## src/rtl/clk_div_pkg.sv

```systemverilog
// Shared definitions for the multi-channel clock divider: channel mode
// encoding, the stop divisor value and small width/arithmetic helpers.
package clk_div_pkg;

    // A divisor of zero parks a channel with both outputs low.
    localparam int unsigned DIV_STOP = 0;

    // What a channel does on the coming edge when neither reset nor sync is active.
    typedef enum logic [1:0] {
        CH_STOPPED,
        CH_HOLD,
        CH_COUNT,
        CH_WRAP
    } ch_mode_e;

    // Channel-select width; a single channel still gets a 1-bit select.
    function automatic int unsigned ch_width(input int unsigned n);
        return (n <= 1) ? 32'd1 : 32'($clog2(n));
    endfunction

    // Length of the high phase, ceil(d/2), formed without the d+1 overflow at max d.
    function automatic int unsigned half_ceil(input int unsigned d);
        return (d >> 1) + (d & 32'd1);
    endfunction

endpackage

```

## src/rtl/div_clk_channel.sv

```systemverilog
// One divider channel: period counter, active divisor, pending divisor
// with its flag, and the registered divided-clock / tick outputs.
module div_clk_channel
    import clk_div_pkg::*;
#(
    parameter int DIV_W       = 8,
    parameter int DEFAULT_DIV = 2
) (
    input  logic             i_clk,
    input  logic             i_rst,
    input  logic             i_en,
    input  logic             i_sync,
    input  logic             i_we,
    input  logic [DIV_W-1:0] i_div,
    output logic             o_pend,
    output logic             o_dclk,
    output logic             o_tick
);

    localparam logic [DIV_W-1:0] ONE     = DIV_W'(1);
    localparam logic [DIV_W-1:0] STOP    = DIV_W'(DIV_STOP);
    localparam logic [DIV_W-1:0] RST_DIV = DIV_W'(DEFAULT_DIV);
    localparam logic [DIV_W-1:0] RST_CNT = (DEFAULT_DIV == 0) ? '0 : DIV_W'(DEFAULT_DIV - 1);

    // Terminal count for a divisor; a stopped channel sits at zero.
    function automatic logic [DIV_W-1:0] last_cnt(input logic [DIV_W-1:0] d);
        return (d == STOP) ? '0 : (d - ONE);
    endfunction

    logic [DIV_W-1:0] r_div;
    logic [DIV_W-1:0] r_cnt;
    logic [DIV_W-1:0] r_pend_div;
    logic             r_pend;
    logic             r_dclk;
    logic             r_tick;

    ch_mode_e         w_mode;
    logic [DIV_W-1:0] w_apply_div;
    logic [DIV_W-1:0] w_cnt_inc;
    logic [DIV_W-1:0] w_div_nxt;
    logic [DIV_W-1:0] w_cnt_nxt;
    logic [DIV_W-1:0] w_pend_div_nxt;
    logic             w_pend_nxt;
    logic             w_dclk_nxt;
    logic             w_tick_nxt;

    // Classify the edge, then work out every next-state value; the pending
    // divisor is only consumed at a period boundary, a stop restart or a sync.
    always_comb begin
        w_apply_div    = r_pend ? r_pend_div : r_div;
        w_cnt_inc      = r_cnt + ONE;
        w_div_nxt      = r_div;
        w_cnt_nxt      = r_cnt;
        w_pend_div_nxt = r_pend_div;
        w_pend_nxt     = r_pend;
        w_dclk_nxt     = r_dclk;
        w_tick_nxt     = 1'b0;

        if (r_div == STOP) begin
            w_mode = CH_STOPPED;
        end else if (!i_en) begin
            w_mode = CH_HOLD;
        end else if (r_cnt == (r_div - ONE)) begin
            w_mode = CH_WRAP;
        end else begin
            w_mode = CH_COUNT;
        end

        if (i_sync) begin
            w_div_nxt  = w_apply_div;
            w_cnt_nxt  = last_cnt(w_apply_div);
            w_pend_nxt = 1'b0;
            w_dclk_nxt = 1'b0;
        end else begin
            case (w_mode)
                CH_STOPPED: begin
                    w_cnt_nxt  = '0;
                    w_dclk_nxt = 1'b0;
                    if (r_pend) begin
                        w_div_nxt  = r_pend_div;
                        w_cnt_nxt  = last_cnt(r_pend_div);
                        w_pend_nxt = 1'b0;
                    end
                end
                CH_COUNT: begin
                    w_cnt_nxt  = w_cnt_inc;
                    w_dclk_nxt = (32'(w_cnt_inc) < half_ceil(32'(r_div)));
                end
                CH_WRAP: begin
                    w_div_nxt  = w_apply_div;
                    w_pend_nxt = 1'b0;
                    w_cnt_nxt  = '0;
                    if (w_apply_div == STOP) begin
                        w_dclk_nxt = 1'b0;
                    end else begin
                        w_tick_nxt = 1'b1;
                        w_dclk_nxt = (half_ceil(32'(w_apply_div)) != 32'd0);
                    end
                end
                default: begin
                end
            endcase

            if (i_we) begin
                w_pend_div_nxt = i_div;
                w_pend_nxt     = 1'b1;
            end
        end
    end

    // Register channel state; reset drops any pending write and reloads the default divisor.
    always_ff @(posedge i_clk) begin
        if (i_rst) begin
            r_div      <= RST_DIV;
            r_cnt      <= RST_CNT;
            r_pend_div <= '0;
            r_pend     <= 1'b0;
            r_dclk     <= 1'b0;
            r_tick     <= 1'b0;
        end else begin
            r_div      <= w_div_nxt;
            r_cnt      <= w_cnt_nxt;
            r_pend_div <= w_pend_div_nxt;
            r_pend     <= w_pend_nxt;
            r_dclk     <= w_dclk_nxt;
            r_tick     <= w_tick_nxt;
        end
    end

    assign o_pend = r_pend;
    assign o_dclk = r_dclk;
    assign o_tick = r_tick;

endmodule

```

## src/rtl/clk_divider_multi.sv

```systemverilog
// Multi-channel programmable clock divider: decodes divisor writes to one
// channel, broadcasts sync/reset and gathers the per-channel outputs.
module clk_divider_multi
    import clk_div_pkg::*;
#(
    parameter  int N_CH        = 4,
    parameter  int DIV_W       = 8,
    parameter  int DEFAULT_DIV = 2,
    localparam int CH_W        = int'(ch_width(N_CH))
) (
    input  logic             i_clk,
    input  logic             i_rst,
    input  logic [N_CH-1:0]  i_en,
    input  logic             i_sync,
    input  logic             i_cfg_we,
    input  logic [CH_W-1:0]  i_cfg_ch,
    input  logic [DIV_W-1:0] i_cfg_div,
    output logic [N_CH-1:0]  o_cfg_pend,
    output logic [N_CH-1:0]  o_divided_clk,
    output logic [N_CH-1:0]  o_tick
);

    logic [N_CH-1:0] w_we;

    // One-hot write strobe; a select beyond the last channel matches nothing.
    always_comb begin
        w_we = '0;
        for (int i = 0; i < N_CH; i++) begin
            if (i_cfg_we && (32'(i_cfg_ch) == 32'(i))) begin
                w_we[i] = 1'b1;
            end
        end
    end

    for (genvar g = 0; g < N_CH; g++) begin : g_ch
        div_clk_channel #(
            .DIV_W       (DIV_W),
            .DEFAULT_DIV (DEFAULT_DIV)
        ) u_ch (
            .i_clk  (i_clk),
            .i_rst  (i_rst),
            .i_en   (i_en[g]),
            .i_sync (i_sync),
            .i_we   (w_we[g]),
            .i_div  (i_cfg_div),
            .o_pend (o_cfg_pend[g]),
            .o_dclk (o_divided_clk[g]),
            .o_tick (o_tick[g])
        );
    end

endmodule

```

## config.mk

```make
export PLATFORM = sky130hd
export DESIGN_NAME = clk_divider_multi
export DESIGN_NICKNAME = d
export VERILOG_FILES = /design/src/rtl/clk_div_pkg.sv /design/src/rtl/div_clk_channel.sv /design/src/rtl/clk_divider_multi.sv
export SDC_FILE = /design/constraint.sdc
export NUM_CORES = 1
export LEC_CHECK = 0
export CORE_AREA = 2 2 159 161
export CTS_CLUSTER_DIAMETER = 50
export CTS_CLUSTER_SIZE = 40
export DETAILED_ROUTE_END_ITERATION = 8
export DIE_AREA = 0 0 161 163
export GPL_ROUTABILITY_DRIVEN = 0
export GPL_TIMING_DRIVEN = 1
export PLACE_DENSITY_LB_ADDON = 0.12
export SYNTH_ARGS = -nofsm -noshare
export SYNTH_HDL_FRONTEND = slang
export SYNTH_SLANG_ARGS = --single-unit
```

## constraint.sdc

```tcl
create_clock -name i_clk -period 6 [get_ports i_clk]
set_input_delay 0.9 -clock i_clk [delete_from_list [all_inputs] [get_ports i_clk]]
set_output_delay 0.9 -clock i_clk [all_outputs]
set_load 0.03 [all_outputs]
```

==> flow_metrics.tcl, run 1 <==
set metrics [dict create \
    drcViolationCount 0 \
    area_delta_synth_final_pct 5.70 \
    final_nets 1334 \
    ys_ff_latch 108 \
    cts_resized 0 \
    cts_tree "yes" \
    r2r_cells 11 \
    syn-num-nets 1392 \
    hold_viol 0 \
    rows 58 \
    end_kind "flip-flop" \
    hold_class "reg -> reg" \
    slew_violations 0 \
    fin_crit_sh_pct 66.8 \
    io_buffer_count 29 \
    power_density_nw_per_um2 240 \
    worst_slew_pin_slew_ps 945 \
    preCtsSetupSlack_ps 2060 \
    rsz0062_at_grt "false" \
    maxCapViolations 0 \
    seq_area_frac_synth_pct 22.4 \
    die_w_um 161 \
    p_leak_nw 3.87 \
    grt_pass1_wl_um 45700 \
    max-slew-margin-rel_pct 36.9 \
    whs_endpoint "g_ch[3].u_ch.r_pend_div[0]" \
    antenna_found_initial 0 \
    cp.required_ps 6280 \
    viasPerCell 5.71 \
    rr_startpoint "g_ch[0].u_ch.r_div[3]" \
    final.setup_skew_ps 11.2 \
    r2r_slack_ps 1990 \
    finalSetupTns_ps 0 \
    clock_sinks 108 \
    drive_gt1_share_pct 4.28 \
    cp.arrival_ps 4290 \
    die_area_sq_um 26200 \
    n_antenna_cell 0 \
    clk_path_buf_depth 2 \
    syn_area_sq_um 9650 \
    whs_path_depth 2 \
    wl_per_cell_um 17.8 \
    synth.distinct_cells 78 \
    hold_start "g_ch[3].u_ch.r_pend_div[0]" \
    layout_min_cycle_time_ps 4010 \
    post-cts-setup-buffers 0 \
    synthCells 1294 \
    placed_area_sq_um 9950 \
    die_h_um 163 \
    coreArea_sq_um 24700 \
    fillers 2617 \
    drtIter0Drc 648 \
    async_flop_share_pct 0 \
    worstReg2RegEnd "g_ch[0].u_ch.r_cnt[3]" \
    htree_levels 3 \
    clock-root-buffer "clkbuf_16" \
    drt_pass1_iterations 5 \
    fin_ws_ps 1990 \
    ant_nets 0 \
    clk_pin_slew_ps 80 \
    wl_um 28000 \
    holdWs_ps 505 \
    grt_pass1_vias 8368 \
    avgSynthCellArea_sq_um 7.46 \
    fmax_mhz 249 \
    ys.flop_type "dfxtp_1" \
    worstPathMaxFanout 14 \
    insertion_delay_ps 360 \
    cts_hold_buf 0 \
    dr_total_vias 8961 \
    cts_made_buffers 9 \
    synth-warning-count 0 \
    critPathKind "reg -> reg" \
    power.total_w 0.00245 \
    final_cell_area_sq_um 10200 \
    worstSetupStartpointType "flip-flop" \
    start_util_pct 39.1 \
    top_level_ports 30 \
    grt_start_max_net_pins 91 \
    grt_use_total_pct 21.4 \
    hpwl_um 21000 \
    outcome "complete, no violations" \
    synth_edf_count 0 \
    setup_violations 0 \
    grt-ovfl-total 0 \
    peakVddDrop_mv 0.132 \
]
## synth_stat cells, drive strengths merged, types with 9 or more instances
master	count	area [sq um]
a211oi	22	165
a21oi	82	410
a31oi	16	100
buf	25	153
clkbuf	81	304
dfxtp	108	2160
ha	80	1000
inv	68	255
mux2i	36	360
nand2	150	563
nand2b	18	113
nand3	69	345
nor2	98	368
nor3	38	190
nor3b	16	120
nor4	15	100
o211ai	13	97.6
o21ai	43	215
o22ai	9	56.3
o31ai	13	103
or3	20	125
or4	13	103
xnor2	64	561
xor2	40	350
## kinds of logic (layout without fill, tap and decap cells)
group,after synthesis,after routing,share of synthesized area [%]
xor+xnor,105,105,9.67
simple gates,490,490,25.0
flops,108,108,22.4
mux,41,41,4.43
compound gates,295,295,20.7
fa+ha+maj,80,80,10.4
buf+inv,175,119,7.42
## where the power goes
part           internal (W)  switching (W)  leakage, nW
clock              0.000275       0.000285        0.120
sequential         0.000777       0.000132        0.879
combinational      0.000424       0.000559         2.87
## through the flow
step	utilization [%]	instances
after floorplan	-	1294
after global placement	40.3	1555
after detailed placement	40.3	1555
after CTS	41.3	1568
after global routing	41.3	1568
final	41.3	1568
## worst max-delay path: stages, from the launching register on
cell	delay [ps]
dfxtp_1	440
nor4_1	670
nor4bb_1	540
a2111oi_0	150
o2111ai_1	180
o22ai_1	160
ha_1	260
or3b_2	490
a31oi_1	460
a21boi_0	270
o21ai_0	120
a211oi_1	210
## area by class of cell
class,count,area [sq um],share of cell area [%]
Tap cell,330,413,4.05
Sequential cell,108,2160,21.2
Inverter,69,259,2.54
Clock inverter,3,17.5,0.172
Multi-Input combinational cell,1011,6770,66.4
Clock buffer,10,229,2.24
Timing Repair Buffer,37,348,3.41
## registers in the layout (all words and copies together), names as in the netlist
register,count
g_ch.u_ch.r_div,32
g_ch.u_ch.o_tick,4
g_ch.u_ch.r_pend_div,32
g_ch.u_ch.r_cnt,32
g_ch.u_ch.o_dclk,4
g_ch.u_ch.o_pend,4
## cell usage in the layout (no fill, tap or decap), types with 8 or more instances in the layout
cell type,synthesis,routed
a211oi_1,22,22
a21oi_1,82,82
a221oi_1,8,8
a31oi_1,16,16
and3_1,8,8
buf_4,12,9
clkbuf_16,0,9
clkdlybuf4s50_1,0,28
dfxtp_1,108,108
ha_1,80,80
inv_1,68,68
mux2i_1,36,36
nand2_1,150,150
nand2b_1,18,18
nand3_1,69,69
nor2_1,98,98
nor3_1,38,38
nor3b_1,16,16
nor4_1,14,14
o211ai_1,13,13
o21a_1,8,8
o21ai_0,43,43
o22ai_1,9,9
o31ai_1,12,12
or3_1,20,20
or4_1,11,11
xnor2_1,64,64
xor2_1,40,40
## worst max-delay path by stage
stage                     startpoint                    end  slack, ps  depth (start not counted)
3_3_place_gp   g_ch[2].u_ch.r_div[3]  g_ch[2].u_ch.r_cnt[1]       2220                         11
6_report       g_ch[0].u_ch.r_div[3]  g_ch[0].u_ch.r_cnt[3]       1990                         11
2_1_floorplan  g_ch[0].u_ch.r_div[0]  g_ch[0].u_ch.r_cnt[2]       2310                         16
3_5_place_dp   g_ch[0].u_ch.r_div[3]  g_ch[0].u_ch.r_cnt[3]       2060                         11
4_1_cts        g_ch[0].u_ch.r_div[3]  g_ch[0].u_ch.r_cnt[3]       2030                         11
5_1_grt        g_ch[0].u_ch.r_div[3]  g_ch[0].u_ch.r_cnt[3]       1610                         11
## routing by layer
layer / vias up / global-route usage [%] / wire (um)
met5: - / 0 / 0
met4: 0 / 4.99 / 337
met3: 23 / 2.14 / 1230
met2: 234 / 34.5 / 12600
met1: 4233 / 30.7 / 13800
li1: 4471 / - / -
No activity file was read; power rests on OpenSTA's default activity.
==> run 2, diff against run 1 <==
==> constraint.sdc (replaced) <==
create_clock -name i_clk -period 3.25 [get_ports i_clk]
set_input_delay 0.4875 -clock i_clk [delete_from_list [all_inputs] [get_ports i_clk]]
set_output_delay 0.4875 -clock i_clk [all_outputs]
set_load 0.03 [all_outputs]
==> run 2 against run 1 <==
  * Total power grew 100%
  * Critical path depth unchanged
  * Non-clock buffer count up 83
  * Clock skew grew 2.5 ps
  * Largest power group unchanged
  * Sequential share of layout area shrank 1.7 points
  * Clock power increased by 130%
==> flow_metrics.tcl, run 2 (same netlist as run 1, synthesis figures left out) <==
set metrics [dict create \
    peakVddDrop_mv 0.218 \
    io_buffer_count 29 \
    worst_slew_pin_slew_ps 991 \
    clock-root-buffer "clkbuf_16" \
    cts_made_buffers 9 \
    ant_nets 0 \
    holdWs_ps 498 \
    worstPathMaxFanout 5 \
    die_area_sq_um 26200 \
    htree_levels 3 \
    grt_use_total_pct 22.7 \
    drive_gt1_share_pct 13.0 \
    viasPerCell 5.60 \
    final_cell_area_sq_um 11100 \
    slowest_stage "or4_4" \
    dr_total_vias 9260 \
    cp.required_ps 3530 \
    hold_viol 0 \
    largestRegisters "g_ch.u_ch.r_cnt: 32 flops, g_ch.u_ch.r_div: 32 flops, g_ch.u_ch.r_pend_div: 32 flops" \
    cp.arrival_ps 3440 \
    final-instance-count-excl-fill 1655 \
    start_util_pct 39.1 \
    coreArea_sq_um 24700 \
    p_leak_nw 4.38 \
    layout_min_cycle_time_ps 3160 \
    slew_violations 0 \
    worstSetupStartpointType "flip-flop" \
    top_level_ports 30 \
    wl_per_cell_um 17.9 \
    utilization_pct 45.1 \
    end_kind "flip-flop" \
    critPathKind "reg -> reg" \
    max-slew-margin-rel_pct 33.8 \
    placed_area_sq_um 10600 \
    critPathMaxStageDelay_ps 540 \
    clk_path_buf_depth 2 \
    wl_um 29600 \
    hpwl_um 22700 \
    die_h_um 163 \
    top_layer "met4" \
    setup_violations 0 \
    placedCellCount 1636 \
    final_nets 1417 \
    final.setup_skew_ps 13.6 \
    antenna_found_initial 1 \
    wl_met1_um 14900 \
    rows 58 \
    grt-ovfl-total 0 \
    drcViolationCount 0 \
    cts_tree "yes" \
    die_w_um 161 \
    insertion_delay_ps 370 \
    power.total_w 0.00500 \
    layout_commonest_cell "nand2_1" \
    drtIter0Drc 633 \
    route.met2.wl_um 13300 \
    grt_start_max_net_pins 55 \
    final_cell_mix "149 x nand2_1, 104 x dfxtp_1, 94 x nor2_1" \
    hold_class "reg -> reg" \
    clock_sinks 108 \
    grt_pass1_wl_um 48200 \
    area_delta_synth_final_pct 15.2 \
    cp_num_buf_inv 0 \
    outcome "complete, no violations" \
    power_density_nw_per_um2 450 \
    wl_met3_um 1020 \
    fin_crit_sh_pct 97.4 \
    path_cells "or4_4, or3_4, a2111oi_4, o211ai_1, a21o_1, ha_2, nor3b_4, o31ai_4, a21oi_1, o21ai_1, a211oi_1" \
    crit_family "compound AO/OA/AOI/OAI gates" \
    grt_pass1_vias 8835 \
    clk_pin_slew_ps 80 \
    drt_pass1_iterations 5 \
    fmax_mhz 316 \
    maxCapViolations 0 \
]
-- run 2: worst reg2reg max path, delay by kind of cell (launching register included) --
kind / cells / cell delay, ps
flip-flops: 1 / 370
adder cells (fa/ha/maj): 1 / 210
AO/OA/AOI/OAI: 7 / 1290
AND/OR/NAND/NOR: 3 / 1210
-- run 2: repair_timing --
action | CTS | global route
setup buffers | 0 | 2
endpoints found under the setup margin | 2 | 34
pin swaps | 0 | 12
hold buffers | 0 | 0
gates resized for setup | 2 | 38
-- run 2: final timing paths --
| check | slack [ps] | depth (start not counted) | end | start |
|---|---|---|---|---|
| setup / recovery | 90 | 11 | g_ch[2].u_ch.r_cnt[3] | g_ch[2].u_ch.r_div[0] |
| setup reg to reg | 90 | 11 | g_ch[2].u_ch.r_cnt[3] | g_ch[2].u_ch.r_div[0] |
| hold reg to reg | 500 | 2 | g_ch[3].u_ch.r_div[4] | g_ch[3].u_ch.r_div[4] |
| hold / removal | 500 | 2 | g_ch[3].u_ch.r_div[4] | g_ch[3].u_ch.r_div[4] |
-- run 2: area by class of cell --
class / count / area (sq um)
Sequential cell: 108 / 2170
Timing Repair Buffer: 120 / 983
Antenna cell: 1 / 2.50
Clock buffer: 10 / 239
Fill cell: 2551 / 13600
Inverter: 69 / 259
Tap cell: 330 / 413
Clock inverter: 6 / 86.3
Multi-Input combinational cell: 1011 / 6960
-- run 2: where the power goes --
part           internal (W)  switching (W)
Clock              0.000699       0.000558
Sequential          0.00144       0.000177
Combinational      0.000964        0.00116
-- run 2: routing by layer --
metal | track usage [%] | up-vias
met1 | 32.8 | 4354
li1 | - | 4654
met5 | 0 | -
met3 | 2.24 | 36
met4 | 6.09 | 0
met2 | 36.0 | 216
-- run 2: through the flow --
step	TNS, ps	worst slack (ps)
finish	0	85.5
global route	-8.58	-8.58
CTS	0	23.4
detailed placement	0	46.1
global placement	-16.6	-11.4
floorplan	-27.1	-27.1
